$ cat config.mk
export PLATFORM = sky130hd
export DESIGN_NAME = rd_req_sequencer
export DESIGN_NICKNAME = d
export VERILOG_FILES = /design/src/rtl/rd_seq_pkg.sv /design/src/rtl/rd_seq_fifo.sv /design/src/rtl/rd_req_sequencer.sv
export SDC_FILE = /design/constraint.sdc
export NUM_CORES = 1
export LEC_CHECK = 0
export BUFFER_PORTS_ARGS = -buffer_cell sky130_fd_sc_hd__buf_2
export CORE_MARGIN = 4
export CORE_UTILIZATION = 61
export CTS_BUF_LIST = sky130_fd_sc_hd__clkbuf_8 sky130_fd_sc_hd__clkbuf_16
export DETAILED_ROUTE_END_ITERATION = 7
export PLACE_DENSITY = 0.83
export SETUP_SLACK_MARGIN = 0.5
export SLEW_MARGIN = 10
export SYNTH_ARGS = -nofsm -noshare
export SYNTH_HDL_FRONTEND = slang
export SYNTH_SLANG_ARGS = --single-unit
$ cat constraint.sdc
create_clock -name clk -period 4.1 [get_ports clk]
set_input_delay 0.82 -clock clk [delete_from_list [all_inputs] [get_ports clk]]
set_output_delay 0.82 -clock clk [all_outputs]
set_load 0.005 [all_outputs]
$ cat src/rtl/rd_seq_pkg.sv
// Shared types and defaults for the read-request sequencer and its FIFO.
package rd_seq_pkg;

    typedef enum logic [1:0] {
        IDLE = 2'd0,
        HOLD = 2'd1,
        GAP  = 2'd2
    } state_e;

    localparam int DEF_ADDR_W      = 8;
    localparam int DEF_DEPTH       = 4;
    localparam int DEF_HOLD_CYCLES = 2;
    localparam int DEF_GAP_CYCLES  = 1;

    // Bits needed to count 0..n inclusive (n a power of 2).
    function automatic int occ_w(input int n);
        return $clog2(n) + 1;
    endfunction

endpackage

$ cat src/rtl/rd_seq_fifo.sv
// Synchronous FIFO, head visible combinationally; push ignored when full, pop ignored when empty.
// Occupancy is registered, so a pop frees space only from the following cycle.
module rd_seq_fifo
    import rd_seq_pkg::*;
#(
    parameter int ADDR_W = DEF_ADDR_W,
    parameter int DEPTH  = DEF_DEPTH
) (
    input  logic                      clk,
    input  logic                      rst_n,
    input  logic                      push_i,
    input  logic [ADDR_W-1:0]         push_dat_i,
    input  logic                      pop_i,
    output logic [ADDR_W-1:0]         head_dat_o,
    output logic                      full_o,
    output logic                      empty_o,
    output logic [occ_w(DEPTH)-1:0]   level_o
);

    localparam int PTR_W = $clog2(DEPTH);
    localparam int LVL_W = occ_w(DEPTH);

    logic [ADDR_W-1:0] mem_q [DEPTH];
    logic [PTR_W-1:0]  wr_ptr_q, wr_ptr_d;
    logic [PTR_W-1:0]  rd_ptr_q, rd_ptr_d;
    logic [LVL_W-1:0]  level_q, level_d;
    logic              push;
    logic              pop;

    assign full_o     = (level_q == LVL_W'(DEPTH));
    assign empty_o    = (level_q == '0);
    assign level_o    = level_q;
    assign head_dat_o = mem_q[rd_ptr_q];
    assign push       = push_i && !full_o;
    assign pop        = pop_i && !empty_o;

    always_comb begin
        wr_ptr_d = wr_ptr_q;
        rd_ptr_d = rd_ptr_q;
        level_d  = level_q;
        if (push) begin
            wr_ptr_d = wr_ptr_q + PTR_W'(1);
        end
        if (pop) begin
            rd_ptr_d = rd_ptr_q + PTR_W'(1);
        end
        case ({push, pop})
            2'b10:   level_d = level_q + LVL_W'(1);
            2'b01:   level_d = level_q - LVL_W'(1);
            default: level_d = level_q;
        endcase
    end

    always_ff @(posedge clk or negedge rst_n) begin
        if (!rst_n) begin
            wr_ptr_q <= '0;
            rd_ptr_q <= '0;
            level_q  <= '0;
        end else begin
            wr_ptr_q <= wr_ptr_d;
            rd_ptr_q <= rd_ptr_d;
            level_q  <= level_d;
        end
    end

    // Storage needs no reset: entries are only read once counted in level_q.
    always_ff @(posedge clk) begin
        if (push) begin
            mem_q[wr_ptr_q] <= push_dat_i;
        end
    end

endmodule

$ cat src/rtl/rd_req_sequencer.sv
// Replays queued read addresses as rd pulses of HOLD_CYCLES clocks separated by GAP_CYCLES low clocks; rd rises one edge after a push into an idle block.
// req_ready = !full of the registered FIFO level; RD_REQ_SEQUENCER_SVA_EN compiles in bus-protocol assertions.
module rd_req_sequencer
    import rd_seq_pkg::*;
#(
    parameter int ADDR_W      = DEF_ADDR_W,
    parameter int DEPTH       = DEF_DEPTH,
    parameter int HOLD_CYCLES = DEF_HOLD_CYCLES,
    parameter int GAP_CYCLES  = DEF_GAP_CYCLES
) (
    input  logic                      clk,
    input  logic                      rst_n,
    input  logic                      req_valid,
    input  logic [ADDR_W-1:0]         req_addr,
    output logic                      req_ready,
    output logic                      rd,
    output logic [ADDR_W-1:0]         addr,
    output logic                      rd_done,
    output logic                      busy,
    output logic [occ_w(DEPTH)-1:0]   level
);

    localparam int CNT_MAX = (HOLD_CYCLES > GAP_CYCLES) ? HOLD_CYCLES : GAP_CYCLES;
    localparam int CNT_W   = occ_w(CNT_MAX);
    localparam logic [CNT_W-1:0] HOLD_LD = CNT_W'(HOLD_CYCLES - 1);
    localparam logic [CNT_W-1:0] GAP_LD  = CNT_W'(GAP_CYCLES - 1);

    state_e            state_q, state_d;
    logic [CNT_W-1:0]  cnt_q, cnt_d;
    logic              rd_q, rd_d;
    logic [ADDR_W-1:0] addr_q, addr_d;
    logic              rd_done_q, rd_done_d;

    logic              fifo_full;
    logic              fifo_empty;
    logic [ADDR_W-1:0] fifo_head;
    logic              push;
    logic              pop;
    logic              issue;

    assign req_ready = !fifo_full;
    assign push      = req_valid && req_ready;

    rd_seq_fifo #(
        .ADDR_W (ADDR_W),
        .DEPTH  (DEPTH)
    ) u_fifo (
        .clk        (clk),
        .rst_n      (rst_n),
        .push_i     (push),
        .push_dat_i (req_addr),
        .pop_i      (pop),
        .head_dat_o (fifo_head),
        .full_o     (fifo_full),
        .empty_o    (fifo_empty),
        .level_o    (level)
    );

    always_comb begin
        state_d   = state_q;
        cnt_d     = cnt_q;
        rd_d      = rd_q;
        addr_d    = addr_q;
        rd_done_d = 1'b0;
        issue     = 1'b0;
        case (state_q)
            IDLE: begin
                issue = !fifo_empty;
            end
            HOLD: begin
                if (cnt_q != '0) begin
                    cnt_d = cnt_q - CNT_W'(1);
                end else begin
                    rd_d      = 1'b0;
                    rd_done_d = 1'b1;
                    cnt_d     = GAP_LD;
                    state_d   = GAP;
                end
            end
            GAP: begin
                if (cnt_q != '0) begin
                    cnt_d = cnt_q - CNT_W'(1);
                end else if (!fifo_empty) begin
                    issue = 1'b1;
                end else begin
                    state_d = IDLE;
                end
            end
            default: begin
                state_d = IDLE;
            end
        endcase
        // addr only ever moves on the edge where rd rises.
        if (issue) begin
            addr_d  = fifo_head;
            rd_d    = 1'b1;
            cnt_d   = HOLD_LD;
            state_d = HOLD;
        end
        pop = issue;
    end

    always_ff @(posedge clk or negedge rst_n) begin
        if (!rst_n) begin
            state_q   <= IDLE;
            cnt_q     <= '0;
            rd_q      <= 1'b0;
            addr_q    <= '0;
            rd_done_q <= 1'b0;
        end else begin
            state_q   <= state_d;
            cnt_q     <= cnt_d;
            rd_q      <= rd_d;
            addr_q    <= addr_d;
            rd_done_q <= rd_done_d;
        end
    end

    assign rd      = rd_q;
    assign addr    = addr_q;
    assign rd_done = rd_done_q;
    assign busy    = (state_q != IDLE) || !fifo_empty;

`ifdef RD_REQ_SEQUENCER_SVA_EN
    if (HOLD_CYCLES > 1) begin : g_addr_stable
        a_addr_stable: assert property (@(posedge clk) disable iff (!rst_n)
            $rose(rd) |=> $stable(addr) [*HOLD_CYCLES-1])
            $info("%0t a_addr_stable pass", $time);
        else
            $error("%0t a_addr_stable fail", $time);
    end

    a_rd_hold: assert property (@(posedge clk) disable iff (!rst_n)
        $rose(rd) |-> rd [*HOLD_CYCLES] ##1 !rd)
        $info("%0t a_rd_hold pass", $time);
    else
        $error("%0t a_rd_hold fail", $time);

    a_rd_gap: assert property (@(posedge clk) disable iff (!rst_n)
        $fell(rd) |-> !rd [*GAP_CYCLES])
        $info("%0t a_rd_gap pass", $time);
    else
        $error("%0t a_rd_gap fail", $time);

    a_no_push_full: assert property (@(posedge clk) disable iff (!rst_n)
        fifo_full |-> !push)
        $info("%0t a_no_push_full pass", $time);
    else
        $error("%0t a_no_push_full fail", $time);

    a_done_pulse: assert property (@(posedge clk) disable iff (!rst_n)
        rd_done |=> !rd_done)
        $info("%0t a_done_pulse pass", $time);
    else
        $error("%0t a_done_pulse fail", $time);
`endif

endmodule

==> run metrics, run 1 <==
status completed; critical path data arrival time roughly 1.7 ns; #FFs+latches synth 53; WS Path Type reg -> out; critical path required time between 3 and 4 ns; WL final 3.37 mm; number of CTS-inserted buffers 5; M3 GR Usage 0.0378; reg2reg path depth 8; fin crit period roughly 2.5 ns; I/O pins 26; Final setup viols 0; core area approximately 0.0034 mm^2; Fmax 0.405 GHz; register area share after synthesis 0.678; chip width 67.9 um; Final period util 0.603; Net Count, Synth 139; diodes inserted 0; Final Power 1750 uW; post-synthesis to final-layout area growth 10.3%; met1 GRT Util 0.211; Final ANT Viol Nets 0; CP max FO 6; Worst Tran Pin Value 0.546 ns; busiest grt layer met2; GP Congestion around 0.75; Slew Limit Fails 0; final net count 168; first-pass GRT wire length between 5 and 6 mm; clock-pin slew on the worst setup and hold paths 0.09 ns; setup_tns 0 ns; CTS Root Cell clkbuf_8; post-DR vias/cell 5.58; Pre-antenna DRT Iters 4; Max Cap Violations 0; unrepaired setup endpoints after global routing false; post-synthesis average cell area 18.0 um^2; H-tree depth 2; reg-to-reg setup timing slack 1.71 ns; pre-CTS setup slack between 1.5 and 2 ns; dpl hpwl 2.42 mm; Longest Clk Path Bufs 2; via count between 1000 and 1500; slew margin rel. 0.635; grt met2 use 0.309; Cell Pwr Density 722 mW/mm^2; Worst VDD drop approximately 0.00042 V; type of origin of the critical path register; Hold Crit Class in -> async; CTS Hold Bufs 0; post-CTS sizing 0; Reg-to-Reg Start cnt_q[0]$_DFFE_PN0P_; Cell variety after synth 30; Die Ht 67.9 um; Layout Skew around 0.0030 ns; clock latency on the worst-skew pair 0.29 ns; wire length per cell 17.0 um; DRC viols 0; grt ovf 0; die area ~0.0046 mm^2; Leak Pwr between 0.0009 and 0.001 uW; Rows 21; synthesized netlist cell count roughly 120; largest net degree at the start of global routing 22; CTS Sinks 53; 1st-iter DRT viols 44; Post CTS Setup Buffer Count 0; CTS tree yes; Fin. Hold Viols 0; Crit. End Element output port; antenna violations before repair 0; Synth Cell Area 0.00219 mm^2; Initial Utilization 0.642; layout cells sized above 1 0.296; synth warn 0; number of global-route vias before repair 1181; GRT Util Overall 0.177; r2r endpoint u_fifo.level_o[2]$_DFFE_PN0P_; I/O Buffers 25; final setup margin 1.63 ns
state kept, by name, summed over array words and instances (netlist names):
name	count
rd_done	1
rd	1
u_fifo.wr_ptr_q	2
state_q	2
u_fifo.rd_ptr_q	2
addr	8
cnt_q	2
u_fifo.mem_q	32
u_fifo.level_o	3
cell usage after synthesis:
master | n | share of area
nor2_1 | 1 | 0.0017
mux2i_1 | 1 | 0.0046
nand2_1 | 1 | 0.0017
a221oi_1 | 1 | 0.0040
a21o_2 | 1 | 0.0040
a21oi_1 | 5 | 0.011
and2_4 | 1 | 0.0040
or3b_1 | 1 | 0.0040
dfrtp_1 | 21 | 0.24
o21a_1 | 1 | 0.0034
fa_1 | 1 | 0.0091
edfxtp_1 | 32 | 0.44
mux4_2 | 1 | 0.010
nand4_1 | 1 | 0.0029
nor3_1 | 2 | 0.0046
xor2_1 | 4 | 0.016
and2_1 | 1 | 0.0029
and3_1 | 4 | 0.011
o21ai_0 | 2 | 0.0046
mux4_1 | 7 | 0.084
nor3_4 | 1 | 0.0074
or3_1 | 2 | 0.0057
buf_6 | 1 | 0.0051
o31ai_1 | 1 | 0.0034
ha_1 | 5 | 0.029
inv_1 | 8 | 0.014
mux2_2 | 9 | 0.046
clkbuf_8 | 2 | 0.013
nand2b_1 | 1 | 0.0029
xnor2_1 | 3 | 0.012
per-stage QoR:
stage,utilization,std cells,hold WS (ns),instance area [um^2]
after detailed placement,0.684,190,0.508,2340
after floorplan,-,122,0.505,2190
after CTS,0.708,198,0.472,2420
after global routing,0.708,198,0.488,2420
after global placement,0.684,190,0.489,2340
final,0.708,198,0.465,2420
worst max-delay path, cell delays in order (launching register included):
cell and delay [ns]:
dfrtp_1 0.44, or3_1 0.47, or3_1 0.32, buf_2 0.13
per-layer routing:
metal  routed length, um  part of all wire
met4                  51             0.015
met2                1810              0.54
met3                 126             0.037
met5                   0                 0
met1                1390              0.41
layout by cell type (no fill, tap or decap), drive strengths merged, types with 2 or more instances in the layout:
cell,instances
xor2,4
nor3,3
and3,4
mux2,9
o21ai,2
inv,9
a21oi,5
ha,5
mux4,8
edfxtp,32
buf,25
xnor2,3
clkinv,2
or3,2
dfrtp,21
clkbuf,5
and2,2
layout make-up:
type                    count  area [um^2]
clock buffers               5         68.8
clock inverters             3         13.8
fillers                   234          997
inverters                   8         30.0
multi-input cells          58          637
flip-flops and latches     53         1490
well taps                  46         57.6
repair buffers             25          125
worst max-delay path by stage:
stage	slack [ns]	from	endpoint	cells after the start
after floorplan	1.96	u_fifo.level_o[0]$_DFFE_PN0P_	u_fifo.level_o[2]$_DFFE_PN0P_	9
after global placement	1.83	cnt_q[1]$_DFFE_PN0P_	u_fifo.level_o[2]$_DFFE_PN0P_	8
after detailed placement	1.68	cnt_q[1]$_DFFE_PN0P_	u_fifo.level_o[2]$_DFFE_PN0P_	8
after CTS	1.62	u_fifo.level_o[0]$_DFFE_PN0P_	busy	3
after global routing	1.54	u_fifo.level_o[0]$_DFFE_PN0P_	busy	3
final	1.63	u_fifo.level_o[0]$_DFFE_PN0P_	busy	3
power breakdown:
group | leakage (uW) | total (uW) | switching (uW) | internal (uW)
Sequential | 0.000542 | 883 | 138 | 746
Combinational | 0.000402 | 594 | 271 | 324
Clock | 0.0000491 | 269 | 153 | 116
Total | 0.000993 | 1750 | 561 | 1190
cells by family after synthesis:
logic type / share of synthesized area
mux: 0.145
simple gates: 0.0491
flops: 0.678
buf+inv: 0.0314
fa+ha+maj: 0.0377
xor+xnor: 0.0280
compound gates: 0.0308
Note: power is estimated with default switching activity, not from simulation.
==> inputs of run 2 (changes only) <==
CORE_UTILIZATION = 57   (was 61)
PLACE_DENSITY = 0.78   (was 0.83)
clock period = 2.46 ns   (was 4.1 ns; I/O delays follow)
==> run metrics, run 2 (synthesis results as in run 1) <==
antenna violations before repair 0 (unchanged); Slew Limit Fails 0 (unchanged); fin crit period ~2.1 ns; r2r endpoint u_fifo.level_o[2]$_DFFE_PN0P_; Fmax 0.483 GHz; unrepaired setup endpoints after global routing true; Leak Pwr 0.00103 uW (+3.9%); H-tree depth 2 (unchanged); Fin. Hold Viols 0 (unchanged); die area 0.00490 mm^2 (+6.2%); Logic pwr share 0.377 (+0.037); I/O pins 26 (unchanged); post-synthesis to final-layout area growth 14.9%; number of flip-flops in the largest register 32 (unchanged); CTS Root Cell clkbuf_8; Clock Power Share 0.152 (-0.002); type of origin of the critical path register; CTS Sinks 53 (unchanged); dpl hpwl 2.43 mm (+0.51%); sw frac 0.324 (+0.00282); Final period util 0.841; sequential share of power 0.471 (-0.035); first-pass GRT wire length 6.24 mm (+8.6%); Crit. End Element output port; Die Ht 70.0 um (+3.0%); most frequent cells in the layout edfxtp_1 (32), buf_2 (25), dfrtp_1 (20); GRT Util Overall 0.168 (-0.00915); critical path data arrival time 1.58 ns (-0.07 ns); reg2reg path depth 9 (+1); WS Path Type reg -> out; Max Cap Violations 0 (unchanged); Pre-antenna DRT Iters 4 (unchanged); Initial Utilization 0.594 (-0.0475); GP Congestion 0.763 (+2.0%); post-DR vias/cell 5.43 (-2.6%); core area 0.00369 mm^2 (+8.0%); Final ANT Viol Nets 0 (unchanged); clock latency on the worst-skew pair 0.31 ns (+0.02 ns); chip width 70.0 um (+3.0%); via count 1135 (+2.8%); Finished Cell Area 0.00252 mm^2 (+4.1%); fillcell total 252 (+7.7%); DRC viols 0 (unchanged); final net count 177 (+5.4%); setup_tns 0 ns (unchanged); wire length per cell 17.6 um (+3.1%); CTS tree yes; placed cell areas 0.00235 mm^2 (+0.54%); CP max FO 5 (-1); Cell Pwr Density 1230 mW/mm^2 (+71%); WL final 3.67 mm (+8.8%); critical path required time 1.97 ns (-1.31 ns); Reg-to-Reg Start u_fifo.level_o[0]$_DFFE_PN0P_; layout cells sized above 1 0.385 (+0.0890); Hold Crit Class in -> async; switching pwr 1010 uW (+80%); number of CTS-inserted buffers 5 (unchanged); Final setup viols 0 (unchanged); status completed; largest net degree at the start of global routing 22 (unchanged); diodes inserted 0 (unchanged); Layout Skew 0.0102 ns (+0.00717 ns); Reg with most FFs u_fifo.mem_q; reg-to-reg setup timing slack 0.40 ns (-1.31 ns); slew margin rel. 0.676 (+0.0409); multi-input logic area 659 um^2 (+3.5%); I/O Buffers 25 (unchanged); Pint 2100 uW (+77%); FF+latch area 0.00149 mm^2 (about the same); most common cell after layout, fill and taps aside edfxtp_1; fin util 0.683 (-0.0252); Rows 22 (+4.8%); Worst Tran Pin Value 0.486 ns (-0.0596 ns); clock-pin slew on the worst setup and hold paths 0.09 ns (about the same); grt ovf 0 (unchanged); Worst VDD drop 0.000598 V (+43%); number of global-route vias before repair 1265 (+7.1%); Longest Clk Path Bufs 2 (unchanged); Final Power 3110 uW (+78%); 1st-iter DRT viols 63 (+43%)
## run 2: power by group through the flow
stage	registers, uW	logic, uW	clock network [uW]
final	1470	1170	473
after detailed placement	1490	1040	0
after floorplan	1390	834	0
after global placement	1470	983	0
after CTS	1470	1170	486
after global routing	1510	1290	521
## run 2: worst max-delay path, stage by stage (launching register included)
cell,delay (ns)
dfrtp_2,0.45
or3_4,0.38
or3_1,0.31
buf_2,0.13
## run 2: worst max path at each step
stage | slack [ns] | startpoint | end | cells after the start
after detailed placement | 0.23 | u_fifo.level_o[0]$_DFFE_PN0P_ | u_fifo.level_o[2]$_DFFE_PN0P_ | 9
after global routing | 0.32 | u_fifo.level_o[0]$_DFFE_PN0P_ | u_fifo.level_o[2]$_DFFE_PN0P_ | 9
after global placement | 0.35 | u_fifo.level_o[0]$_DFFE_PN0P_ | u_fifo.level_o[2]$_DFFE_PN0P_ | 9
after floorplan | 0.34 | cnt_q[1]$_DFFE_PN0P_ | u_fifo.level_o[2]$_DFFE_PN0P_ | 8
final | 0.39 | u_fifo.level_o[2]$_DFFE_PN0P_ | busy | 3
after CTS | 0.37 | u_fifo.level_o[2]$_DFFE_PN0P_ | u_fifo.level_o[2]$_DFFE_PN0P_ | 9
## run 2: through the flow
stage	hold WS (ns)	instances	setup WS, ns
after floorplan	0.196	122	0.342
after global placement	0.462	193	0.349
after detailed placement	0.471	193	0.228
after CTS	0.128	208	0.366
after global routing	0.154	209	0.319
final	0.120	209	0.391
## run 2: final cells by class
| cell class | instances | share of cell area |
|---|---|---|
| multi-input combinational | 58 | 0.262 |
| inverter | 8 | 0.0129 |
| clock inverter | 3 | 0.00695 |
| tap | 48 | 0.0238 |
| clock buffer | 5 | 0.0273 |
| sequential | 53 | 0.591 |
| timing repair buffer | 34 | 0.0765 |
## run 2: repair_timing
item                                   in CTS  in global routing
setup endpoints to repair                   3                  4
resized for setup                           6                  2
endpoints found under the hold margin       0                  0
hold buffers                                0                  0
pin swaps                                   4                  6
buffers inserted                            7                  1
## run 2: metal layers
layer,GRT usage,share of wire,vias up
li1,-,-,537
met1,0.181,0.38,567
met2,0.301,0.56,23
met3,0.0561,0.044,8
met4,0.0638,0.021,0
met5,0,0,-
==> inputs of run 3 (changes only) <==
CORE_UTILIZATION = 51   (was 57)
PLACE_DENSITY = 0.74   (was 0.78)
clock period = 1.68 ns   (was 2.46 ns; I/O delays follow)
==> run metrics, run 3 (synthesis results as in run 1) <==
status finished, violations left; failing checks negative setup slack; Initial Utilization 0.536 (-0.0579); number of global-route vias before repair 1379 (+9.0%); fin util 0.728 (+0.0456); crit-path cells buf_6 -> buf_6 -> or3_4 -> or3_1 -> buf_2; CTS Root Cell clkbuf_8; critical path required time 1.34 ns (-0.63 ns); clock-pin slew on the worst setup and hold paths 0.10 ns (about the same); chip width 73.6 um (+5.1%); dpl hpwl 2.63 mm (+8.2%); WS Path Type reg -> out; Final period util 1.22; grt ovf 0 (unchanged); number of flip-flops in the largest register 32 (unchanged); number of CTS-inserted buffers 5 (unchanged); GRT Util Overall 0.169 (+0.00101); 1st-iter DRT viols 51 (-19%); Cell Pwr Density 1960 mW/mm^2 (+58%); Reg with most FFs u_fifo.mem_q; critical path data arrival time 1.71 ns (+0.13 ns); post-DR vias/cell 5.44 (+0.20%); I/O pins 26 (unchanged); max incr delay on CP 0.41 ns (-0.04 ns); largest net degree at the start of global routing 22 (unchanged); Die Ht 73.6 um (+5.1%); Fin. Hold Viols 0 (unchanged); Rows 23 (+4.5%); final setup margin -0.363 ns (-0.754 ns); most common cell after layout, fill and taps aside edfxtp_1; CTS Sinks 53 (unchanged); CP top delay family simple AND/OR/NAND/NOR gates; Slowest-stage cell, CP dfrtp_1; Final Power 5820 uW (+87%); most used cell, CP buf_6; CTS tree yes; type of origin of the critical path register; Hold Crit Class in -> reg; Worst Tran Pin Value 0.490 ns (+0.00386 ns); Worst VDD drop 0.000805 V (+35%); Final ANT Viol Nets 0 (unchanged); unrepaired setup endpoints after global routing true; post-synthesis to final-layout area growth 35.8%; wire length per cell 18.3 um (+3.9%); clock latency on the worst-skew pair 0.31 ns (about the same); DRC viols 0 (unchanged); multi-input logic area 772 um^2 (+17%); Pre-antenna DRT Iters 4 (unchanged); GP Congestion 0.881 (+15%); Leak Pwr 0.00126 uW (+22%); CP bufs+invs 3 (+2); Layout Skew 0.0118 ns (+0.00160 ns); fillcell total 253 (+0.40%); core area 0.00409 mm^2 (+11%); most frequent cells in the layout edfxtp_1 (32), buf_2 (22), buf_6 (21); via count 1306 (+15%); fin crit period 2.04 ns; H-tree depth 2 (unchanged); Fmax 0.489 GHz; FF+latch area 0.00149 mm^2 (unchanged); Crit. End Element output port; Final setup viols 37 (+37); antenna violations before repair 0 (unchanged); WL final 4.38 mm (+19%); diodes inserted 0 (unchanged); die area 0.00541 mm^2 (+10%); final net count 206 (+16%); WHS 0.238 ns (+0.117 ns); I/O Buffers 25 (unchanged); slew margin rel. 0.673 (-0.00257); CP max FO 3 (-2); Max Cap Violations 0 (unchanged); Longest Clk Path Bufs 2 (unchanged); first-pass GRT wire length 6.64 mm (+6.3%); Slew Limit Fails 0 (unchanged); layout cells sized above 1 0.542 (+0.157)
run 3: metrics by stage:
step / setup WS, ns / setup TNS, ns / std cells / instance area (um^2)
after floorplan: -0.438 / -0.694 / 122 / 2210
after global placement: -0.281 / -0.384 / 209 / 2480
after detailed placement: -0.416 / -0.612 / 209 / 2480
after CTS: -0.384 / -1.06 / 232 / 2870
after global routing: -0.420 / -4.29 / 240 / 2980
final: -0.363 / -3.01 / 240 / 2980
run 3: area by class of cell:
cell class	instances	area share
Clock inverter	3	0.0156
Timing Repair Buffer	63	0.170
Sequential cell	53	0.500
Clock buffer	5	0.0231
Inverter	8	0.0109
Multi-Input combinational cell	58	0.259
Tap cell	50	0.0210
run 3: repair_timing:
| action | in CTS | in global routing |
|---|---|---|
| setup endpoints to repair | 59 | 65 |
| pin swaps | 7 | 8 |
| gates cloned | 1 | 0 |
| gates resized for setup | 41 | 11 |
| hold endpoints to repair | 19 | 0 |
| hold buffers | 1 | 0 |
| setup buffers | 13 | 8 |
run 3: worst paths after layout:
check,startpoint,slack [ns],to,cells past startpoint
max,u_fifo.level_o[1]$_DFFE_PN0P_,-0.36,busy,5
min in group asynchronous,rst_n,0.52,addr[3]$_DFFE_PN0P_,2
min reg2reg,addr[3]$_DFFE_PN0P_,0.53,addr[3]$_DFFE_PN0P_,1
max reg2reg,u_fifo.level_o[1]$_DFFE_PN0P_,-0.36,u_fifo.level_o[2]$_DFFE_PN0P_,9
min,req_addr[3],0.24,u_fifo.mem_q[3][3]$_DFFE_PP_,1
max in group asynchronous,rst_n,0.81,u_fifo.rd_ptr_q[0]$_DFFE_PN0P_,2
run 3: per-layer routing:
layer,vias up,wire length [um],track usage
met1,670,1790,0.200
met2,34,2330,0.295
met4,0,76,0.0724
met3,8,183,0.0342
met5,-,0,0
li1,594,-,-
run 3: where the power goes:
group	total [uW]	internal, uW	switching, uW
clock network	874	446	427
registers	2100	1820	279
logic	2850	1720	1130
total	5820	3990	1840
